<file path="src/rtl/fetch_stage.sv">
// Instruction-fetch stage: owns the PC, drives the ROM address and fills the IF/ID register.
// Define FETCH_DELAY_SLOT_EN to build the MIPS-style branch-delay-slot variant.
module fetch_stage #(
    parameter logic [31:0] RESET_PC  = 32'h0000_0000,
    parameter logic [31:0] HALT_WORD = 32'h0000_000C
) (
    input  logic        clock,
    input  logic        reset,
    output logic [31:0] imem_addr,
    input  logic [31:0] imem_data,
    input  logic        stall,
    input  logic        flush,
    input  logic        redirect_valid,
    input  logic [31:0] redirect_pc,
    output logic        id_valid,
    output logic [31:0] id_inst,
    output logic [31:0] id_pc,
    output logic [31:0] id_pc_plus4,
    output logic        halted,
    output logic        fault
);

    typedef enum logic [1:0] {
        ST_RUN   = 2'd0,
        ST_HALT  = 2'd1,
        ST_FAULT = 2'd2
    } state_t;

    state_t      state_r, state_s;
    logic [31:0] pc_r, pc_s;
    logic        id_valid_r, id_valid_s;
    logic [31:0] id_inst_r, id_inst_s;
    logic [31:0] id_pc_r, id_pc_s;
    logic [31:0] id_pc_plus4_r, id_pc_plus4_s;
    logic        halted_r, halted_s;
    logic        fault_r, fault_s;
    logic [31:0] pc_plus4_s;
    logic        redir_ok_s, redir_bad_s, capture_s, squash_s;
`ifdef FETCH_DELAY_SLOT_EN
    logic        pend_valid_r, pend_valid_s;
    logic [31:0] pend_pc_r, pend_pc_s;
`endif

    // Next-state, PC and IF/ID selection.
    always_comb begin
        state_s       = state_r;
        pc_s          = pc_r;
        id_valid_s    = id_valid_r;
        id_inst_s     = id_inst_r;
        id_pc_s       = id_pc_r;
        id_pc_plus4_s = id_pc_plus4_r;
        halted_s      = halted_r;
        fault_s       = fault_r;
        capture_s     = 1'b0;
        squash_s      = 1'b0;
        pc_plus4_s    = pc_r + 32'd4;
        redir_ok_s    = redirect_valid && (redirect_pc[1:0] == 2'b00);
        redir_bad_s   = redirect_valid && (redirect_pc[1:0] != 2'b00);
`ifdef FETCH_DELAY_SLOT_EN
        pend_valid_s  = pend_valid_r;
        pend_pc_s     = pend_pc_r;
`endif
        case (state_r)
            ST_RUN: begin
                if (redir_bad_s) begin
                    state_s    = ST_FAULT;
                    fault_s    = 1'b1;
                    id_valid_s = 1'b0;
                end else begin
`ifdef FETCH_DELAY_SLOT_EN
                    // A stalled redirect parks its target until the slot is captured.
                    if (stall) begin
                        if (redir_ok_s) begin
                            pend_valid_s = 1'b1;
                            pend_pc_s    = redirect_pc;
                        end else begin
                            pend_valid_s = pend_valid_r;
                        end
                    end else begin
                        capture_s    = 1'b1;
                        pend_valid_s = 1'b0;
                        if (redir_ok_s) begin
                            pc_s = redirect_pc;
                        end else if (pend_valid_r) begin
                            pc_s = pend_pc_r;
                        end else begin
                            pc_s = pc_plus4_s;
                        end
                    end
`else
                    if (redir_ok_s) begin
                        pc_s     = redirect_pc;
                        squash_s = !stall;
                    end else if (!stall) begin
                        pc_s      = pc_plus4_s;
                        capture_s = 1'b1;
                    end else begin
                        pc_s = pc_r;
                    end
`endif
                    if (flush || squash_s) begin
                        id_valid_s = 1'b0;
                        id_inst_s  = 32'd0;
                    end else if (capture_s) begin
                        id_valid_s    = 1'b1;
                        id_inst_s     = imem_data;
                        id_pc_s       = pc_r;
                        id_pc_plus4_s = pc_plus4_s;
                    end else begin
                        id_valid_s = id_valid_r;
                    end
                    if (capture_s && !flush && (imem_data == HALT_WORD)) begin
                        state_s  = ST_HALT;
                        halted_s = 1'b1;
                        pc_s     = pc_r;
                    end else begin
                        state_s = ST_RUN;
                    end
                end
            end
            ST_HALT: begin
                id_valid_s = 1'b0;
                if (flush) begin
                    id_inst_s = 32'd0;
                end else begin
                    id_inst_s = id_inst_r;
                end
            end
            ST_FAULT: begin
                id_valid_s = 1'b0;
            end
            default: begin
                state_s    = ST_FAULT;
                fault_s    = 1'b1;
                id_valid_s = 1'b0;
            end
        endcase
    end

    // State, PC and IF/ID registers.
    always_ff @(posedge clock or negedge reset) begin
        if (!reset) begin
            state_r       <= ST_RUN;
            pc_r          <= RESET_PC;
            id_valid_r    <= 1'b0;
            id_inst_r     <= 32'd0;
            id_pc_r       <= 32'd0;
            id_pc_plus4_r <= 32'd0;
            halted_r      <= 1'b0;
            fault_r       <= 1'b0;
`ifdef FETCH_DELAY_SLOT_EN
            pend_valid_r  <= 1'b0;
            pend_pc_r     <= 32'd0;
`endif
        end else begin
            state_r       <= state_s;
            pc_r          <= pc_s;
            id_valid_r    <= id_valid_s;
            id_inst_r     <= id_inst_s;
            id_pc_r       <= id_pc_s;
            id_pc_plus4_r <= id_pc_plus4_s;
            halted_r      <= halted_s;
            fault_r       <= fault_s;
`ifdef FETCH_DELAY_SLOT_EN
            pend_valid_r  <= pend_valid_s;
            pend_pc_r     <= pend_pc_s;
`endif
        end
    end

    assign imem_addr   = pc_r;
    assign id_valid    = id_valid_r;
    assign id_inst     = id_inst_r;
    assign id_pc       = id_pc_r;
    assign id_pc_plus4 = id_pc_plus4_r;
    assign halted      = halted_r;
    assign fault       = fault_r;

endmodule

</file>
<file path="config.mk">
export PLATFORM = sky130hd
export DESIGN_NAME = fetch_stage
export DESIGN_NICKNAME = d
export VERILOG_FILES = /design/src/rtl/fetch_stage.sv
export SDC_FILE = /design/constraint.sdc
export NUM_CORES = 1
export LEC_CHECK = 0
export BUFFER_PORTS_ARGS = -buffer_cell sky130_fd_sc_hd__clkbuf_2
export CORE_UTILIZATION = 30
export DETAILED_ROUTE_END_ITERATION = 16
export GPL_TIMING_DRIVEN = 1
export PLACE_DENSITY = 0.65
export SYNTH_ARGS = -nofsm -noshare
export SYNTH_HDL_FRONTEND = slang
export SYNTH_SLANG_ARGS = --single-unit
</file>
<file path="constraint.sdc">
create_clock -name clock -period 1.98 [get_ports clock]
set_clock_uncertainty 0.2 [all_clocks]
set_input_delay 0.198 -clock clock [delete_from_list [all_inputs] [get_ports clock]]
set_output_delay 0.198 -clock clock [all_outputs]
set_load 0.05 [all_outputs]
</file>
==> flow_metrics.py, run 1 <==
metrics = {
    "status": {
        "status": "finished clean",
    },
    "clock_tree": {
        "clk_pin_slew_ns": 0.06,
        "cts_buffers": 17,
        "root_buffer": "clkbuf_16",
        "clockBufferDepth": 2,
        "htreeDepth": 4,
        "clkLatencyLatePin_ns": 0.42,
        "clock_sinks": 131,
        "cts_tree": "built",
    },
    "sta": {
        "tightest_slew_ns": 0.524,
        "period_share": 0.995,
        "finalMaxSlewViolations": 0,
        "setup-violations-final": 0,
        "max_freq_mhz": 507,
        "hold_viol_final": 0,
        "rsz0062_at_grt": "true",
        "max_slew_margin": 0.651,
        "fin_tns_setup_ns": 0,
        "fin_ws_ns": 0.00904,
        "hold_slack_ns": 0.0141,
        "period_minus_slack_ns": 1.97,
    },
    "final_layout": {
        "nFillCells": 1806,
        "final_cells": 1169,
        "insertedDiodeCount": 0,
        "fin_nets": 963,
        "drive_above_1_share": 0.478,
        "fin_area_sq_mm": 0.00970,
        "final_core_util": 0.494,
        "syn2layout_area_growth_pct": 59.6,
    },
    "synthesis": {
        "ys_types": 45,
        "syn_inst": 560,
        "syn_nets": 632,
        "syn-cell-area_sq_mm": 0.00608,
        "synth_enable_flop_cells": 0,
        "yosys_warnings": 0,
        "synthFlopType": "dfrtp_1",
        "synth_seq_area_share": 0.539,
        "ys_ff_latch": 131,
        "avgSynthCellArea_sq_um": 10.9,
        "synthArstFlopShare": 1.00,
    },
    "grt": {
        "grt_pass1_vias": 5764,
        "grt_pass1_wl_mm": 29.9,
        "grt_antenna_before_repair": 0,
        "grt_max_degree": 68,
        "gr-total-overflow": 0,
        "grtUsageTotal": 0.188,
    },
    "floorplanning": {
        "core_area_sq_mm": 0.0197,
        "fp.dieH_um": 144,
        "dieArea_sq_mm": 0.0208,
        "start_util": 0.309,
        "ios": 200,
        "die_x_um": 144,
        "rows": 51,
    },
    "setup_path": {
        "crit_fanout": 4,
        "end_kind": "flop",
        "start_kind": "flop",
        "rrSetupSlack_ns": 0.009,
        "slowest_delay_ns": 0.56,
        "crit_path_start": "imem_addr[12]$_DFFE_PN0P_",
        "reg2regPathDepth": 5,
        "r2r_start": "imem_addr[12]$_DFFE_PN0P_",
        "cp.arrival_ns": 2.13,
        "worstPathRequired_ns": 2.13,
        "worstSetupPathType": "reg2reg",
        "cp-endpoint": "imem_addr[30]$_DFFE_PN0P_",
        "r2r_end": "imem_addr[30]$_DFFE_PN0P_",
        "cp_cell_sequence": "and4_4 -> nand4_1 -> or4_4 -> a31oi_4 -> mux2_2",
        "crit_path_top_delay_cell": "or4_4",
    },
    "routing": {
        "ant_nets": 0,
        "drt_iter0_markers": 220,
        "via_per_inst": 4.95,
        "vias": 5787,
        "drc": 0,
        "drt-total-wl_mm": 19.8,
        "wire_per_inst_um": 16.9,
        "drt-pass1-iter-count": 4,
    },
    "power_and_ir_drop": {
        "leakage_nw": 4.71,
        "ir_drop_uv": 558,
        "power_mw": 6.14,
        "p_per_area_mw_per_mm2": 633,
    },
    "job": {
        "cap_viol_max_count": 0,
    },
    "placement": {
        "placed_cell_area_sq_mm": 0.00805,
        "place_ws_ns": -0.0826,
        "post-place-cells": 1060,
        "io_buffer_count": 199,
        "gp_congestion": 0.767,
        "hpwl_mm": 13.3,
    },
    "min_path": {
        "hold_depth": 4,
        "hold_path_class": "in2reg",
    },
}
## synth_stat cells, types with 7 or more instances
cell | number | share of area
a22o_1 | 32 | 0.046
nand3_1 | 18 | 0.015
nand2_1 | 24 | 0.015
dfrtp_1 | 131 | 0.54
and3_1 | 8 | 0.0082
xor2_1 | 11 | 0.016
nor3_1 | 13 | 0.011
inv_1 | 9 | 0.0056
nor2_1 | 50 | 0.031
and2_1 | 7 | 0.0072
clkbuf_1 | 22 | 0.014
buf_2 | 17 | 0.014
nand4_1 | 12 | 0.012
a21oi_1 | 30 | 0.025
o22ai_1 | 12 | 0.012
a2bb2oi_1 | 20 | 0.029
nor4_1 | 10 | 0.010
mux2_2 | 35 | 0.065
xnor2_1 | 16 | 0.023
a211oi_1 | 17 | 0.021
o21ai_0 | 16 | 0.013
## flip-flops by register name (all words and copies together), names as in the netlist
name         cells
fault            1
halted           1
id_inst         32
id_pc           32
id_pc_plus4     30
id_valid         1
imem_addr       32
state_r          2
## how the worst min path moves through the flow
stage / from / endpoint / slack, ns
floorplan: reset / fault$_DFFE_PN0P_ / -0.30
global placement: reset / id_inst[16]$_DFFE_PN0P_ / -0.02
detailed placement: reset / id_inst[16]$_DFFE_PN0P_ / -0.02
CTS: redirect_pc[26] / imem_addr[26]$_DFFE_PN0P_ / 0.008
global route: imem_data[7] / id_inst[7]$_DFFE_PN0P_ / 0.008
finish: redirect_pc[26] / imem_addr[26]$_DFFE_PN0P_ / 0.01
## cell usage in the layout, fill, tap and decap left out, types with 4 or more instances in the layout
| cell | netlist | layout |
|---|---|---|
| a31oi_1 | 5 | 4 |
| clkbuf_16 | 0 | 19 |
| a21oi_1 | 30 | 30 |
| a22o_1 | 32 | 32 |
| and2_1 | 7 | 6 |
| a211oi_2 | 0 | 12 |
| o22ai_1 | 12 | 12 |
| clkinv_2 | 0 | 4 |
| nor4_1 | 10 | 6 |
| inv_1 | 9 | 9 |
| dlymetal6s4s_1 | 0 | 5 |
| clkbuf_2 | 0 | 193 |
| nand3_2 | 0 | 5 |
| and3_1 | 8 | 7 |
| nor3_1 | 13 | 10 |
| and4_1 | 6 | 4 |
| buf_4 | 6 | 81 |
| nand4_1 | 12 | 12 |
| nand2_1 | 24 | 22 |
| dfrtp_1 | 131 | 112 |
| a211oi_1 | 17 | 5 |
| buf_12 | 0 | 11 |
| o21ai_0 | 16 | 16 |
| buf_6 | 0 | 7 |
| dlygate4sd3_1 | 0 | 60 |
| xnor2_1 | 16 | 16 |
| a2bb2oi_2 | 0 | 7 |
| xor2_1 | 11 | 11 |
| nand3_1 | 18 | 12 |
| a2bb2oi_1 | 20 | 13 |
| dfrtp_2 | 0 | 19 |
| mux2_2 | 35 | 35 |
| nor2_1 | 50 | 46 |
## critical path, delay by kind of cell, from the launching register on
family	cells	cell delay, ns
compound gates	1	0.16
simple gates	3	1.00
mux	1	0.16
flops	1	0.39
## layer usage
| metal | track usage | wire length (um) | part of all wire | up-vias |
|---|---|---|---|---|
| li1 | - | - | - | 2721 |
| met1 | 0.228 | 8370 | 0.42 | 2828 |
| met2 | 0.324 | 9740 | 0.49 | 211 |
| met3 | 0.0500 | 1290 | 0.065 | 27 |
| met4 | 0.0593 | 385 | 0.019 | 0 |
| met5 | 0 | 0 | 0 | - |
## kinds of logic after synthesis
| family | after synthesis | share of synthesized area |
|---|---|---|
| XOR/XNOR | 27 | 0.0389 |
| multiplexers | 37 | 0.0681 |
| flip-flops | 131 | 0.539 |
| adder cells (fa/ha/maj) | 3 | 0.00618 |
| AO/OA/AOI/OAI | 146 | 0.169 |
| buffers and inverters | 56 | 0.0418 |
| AND/OR/NAND/NOR | 160 | 0.136 |
## timing repair
item / CTS / global route
cloned: 0 / 2
endpoints found under the hold margin: 191 / 3
buffers inserted: 2 / 14
gates resized for setup: 7 / 55
pin swaps: 2 / 30
hold buffers: 62 / 3
setup endpoints to repair: 8 / 41
## where the power goes
group          switching, mW  internal (mW)  leakage, nW
logic                  0.167          0.173         2.65
registers                  0           2.68         1.77
clock network           1.18           1.95        0.283
total                   1.34           4.80         4.71
## final cells by class
type,instances,area (sq um),share of cell area
clock buffers,23,478,0.0493
repair buffers,359,2590,0.267
inverters,9,33.8,0.00348
clock inverters,9,104,0.0107
multi-input cells,373,2870,0.296
well taps,265,332,0.0342
flip-flops and latches,131,3300,0.340
Power figures use the tool's default switching activity.
==> inputs of run 2 (changes only) <==
- CORE_UTILIZATION: 30 -> 46
- PLACE_DENSITY: 0.65 -> 0.88
==> flow_metrics.py, run 2 (synthesis gave the netlist of run 1 again) <==
metrics = {
    "power_and_ir_drop": {
        "p_per_area_mw_per_mm2": 676,
        "leakage_nw": 4.66,
        "ir_drop_uv": 504,
        "power_mw": 6.44,
    },
    "floorplanning": {
        "dieArea_sq_mm": 0.0137,
        "die_x_um": 117,
        "start_util": 0.476,
        "fp.dieH_um": 117,
        "rows": 41,
        "core_area_sq_mm": 0.0128,
        "ios": 200,
    },
    "placement": {
        "place_ws_ns": -0.151,
        "io_buffer_count": 199,
        "hpwl_mm": 12.3,
        "gp_congestion": 0.853,
    },
    "grt": {
        "grt_max_degree": 56,
        "grtUsageTotal": 0.298,
        "grt_antenna_before_repair": 0,
        "grt_pass1_wl_mm": 30.6,
        "gr-total-overflow": 0,
        "grt_pass1_vias": 5952,
    },
    "sta": {
        "tightest_slew_ns": 0.440,
        "rsz0062_at_grt": "true",
        "max_freq_mhz": 496,
        "max_slew_margin": 0.704,
        "period_share": 1.02,
        "period_minus_slack_ns": 2.02,
        "setup-violations-final": 2,
        "hold_slack_ns": 0.00135,
        "hold_viol_final": 0,
        "finalMaxSlewViolations": 0,
        "fin_ws_ns": -0.0353,
    },
    "status": {
        "status": "finished, violations left",
        "violations": "negative setup slack",
    },
    "setup_path": {
        "start_kind": "flop",
        "path_buf_inv": 1,
        "crit_path_start": "imem_addr[8]$_DFFE_PN0P_",
        "cp_cell_sequence": "nand4_1 -> nor4_4 -> buf_6 -> nand4_1 -> a211oi_2 -> a2bb2oi_2",
        "crit_fanout": 5,
        "cp.depth": 6,
        "r2r_start": "imem_addr[8]$_DFFE_PN0P_",
        "end_kind": "flop",
        "r2r_end": "imem_addr[25]$_DFFE_PN0P_",
        "crit_path_top_delay_cell": "dfrtp_2",
        "cpMostUsedCell": "nand4_1",
        "slowest_delay_ns": 0.39,
        "reg2regPathDepth": 6,
        "cp_top_family": "simple AND/OR/NAND/NOR gates",
        "worstPathRequired_ns": 2.13,
        "worstSetupPathType": "reg2reg",
        "rrSetupSlack_ns": -0.04,
        "cp-endpoint": "imem_addr[25]$_DFFE_PN0P_",
        "cp.arrival_ns": 2.17,
    },
    "clock_tree": {
        "clk_pin_slew_ns": 0.06,
        "htreeDepth": 4,
        "clock_sinks": 131,
        "root_buffer": "clkbuf_16",
        "clockBufferDepth": 2,
        "cts_buffers": 17,
        "cts_tree": "built",
        "clkLatencyLatePin_ns": 0.43,
    },
    "final_layout": {
        "multiInputGateArea_sq_mm": 0.00285,
        "syn2layout_area_growth_pct": 56.8,
        "fin_nets": 959,
        "insertedDiodeCount": 0,
        "drive_above_1_share": 0.483,
        "register_area_sq_mm": 0.00330,
        "layout_common_cells": "195 x clkbuf_2, 112 x dfrtp_1, 81 x buf_4",
        "final_common_cell": "clkbuf_2",
        "nFillCells": 739,
    },
    "routing": {
        "drt_iter0_markers": 680,
        "via_per_inst": 5.88,
        "vias": 6298,
        "ant_nets": 0,
        "drc": 0,
        "drt-total-wl_mm": 21.8,
        "drt-pass1-iter-count": 5,
        "wire_per_inst_um": 20.4,
    },
    "job": {
        "cap_viol_max_count": 0,
    },
    "min_path": {
        "hold_path_class": "in2reg",
    },
}
-- run 2: cell count changes in the layout (fill, tap and decap cells not counted), moves of 3 or more --
cell,change
bufinv_16,+3
clkbuf_1,-3
dlymetal6s4s_1,-4
buf_12,-4
clkbuf_8,-3
-- run 2: worst reg2reg max path: cells and delay by family, from the launching register on --
| kind | cells | cell delay (ns) |
|---|---|---|
| AO/OA/AOI/OAI | 2 | 0.49 |
| buffers and inverters | 1 | 0.18 |
| flip-flops | 1 | 0.39 |
| AND/OR/NAND/NOR | 3 | 0.67 |
-- run 2: worst min-delay path by stage --
stage               startpoint                         to  slack (ns)  cells past startpoint
2_1_floorplan            reset          fault$_DFFE_PN0P_       -0.30                      0
3_3_place_gp             reset      id_pc[31]$_DFFE_PN0P_       -0.07                      1
3_5_place_dp             reset    id_inst[17]$_DFFE_PN0P_       -0.07                      1
4_1_cts        redirect_pc[26]  imem_addr[26]$_DFFE_PN0P_      0.0007                      4
5_1_grt        redirect_pc[26]  imem_addr[26]$_DFFE_PN0P_        0.05                      4
6_report       redirect_pc[26]  imem_addr[26]$_DFFE_PN0P_       0.001                      4
-- run 2: through the flow --
step	std cells	utilization	instance area [sq um]	setup TNS (ns)
CTS	1058	0.717	9160	-0.0162
floorplan	560	-	6200	-1.76
finish	1072	0.746	9530	-0.0419
detailed placement	963	0.616	7870	-2.77
global route	1072	0.746	9530	-1.35
global placement	963	0.616	7870	-2.87
-- run 2: metal layers --
| layer | track usage | routed length, um |
|---|---|---|
| met5 | 0 | 0 |
| met4 | 0.164 | 899 |
| met3 | 0.0901 | 2070 |
| met1 | 0.353 | 8370 |
| met2 | 0.487 | 10500 |
-- run 2: what timing repair did --
action | 4_1_cts | 5_1_grt
hold buffers | 61 | 0
resized for setup | 7 | 49
buffers inserted | 2 | 13
setup endpoints to repair | 8 | 81
cloned | 0 | 4
pin swaps | 0 | 12
hold endpoints to repair | 190 | 0
-- run 2: layout make-up --
cell class	instances	share of cell area
sequential	131	0.347
multi-input combinational	373	0.299
timing repair buffer	355	0.261
clock buffer	17	0.0446
tap	172	0.0226
clock inverter	15	0.0225
inverter	9	0.00355
-- run 2: report_power, final --
group	total, mW	leakage (nW)	switching [mW]	internal [mW]
registers	2.68	1.77	0	2.68
clock network	3.42	0.304	1.20	2.22
logic	0.343	2.58	0.174	0.169
total	6.44	4.66	1.37	5.07
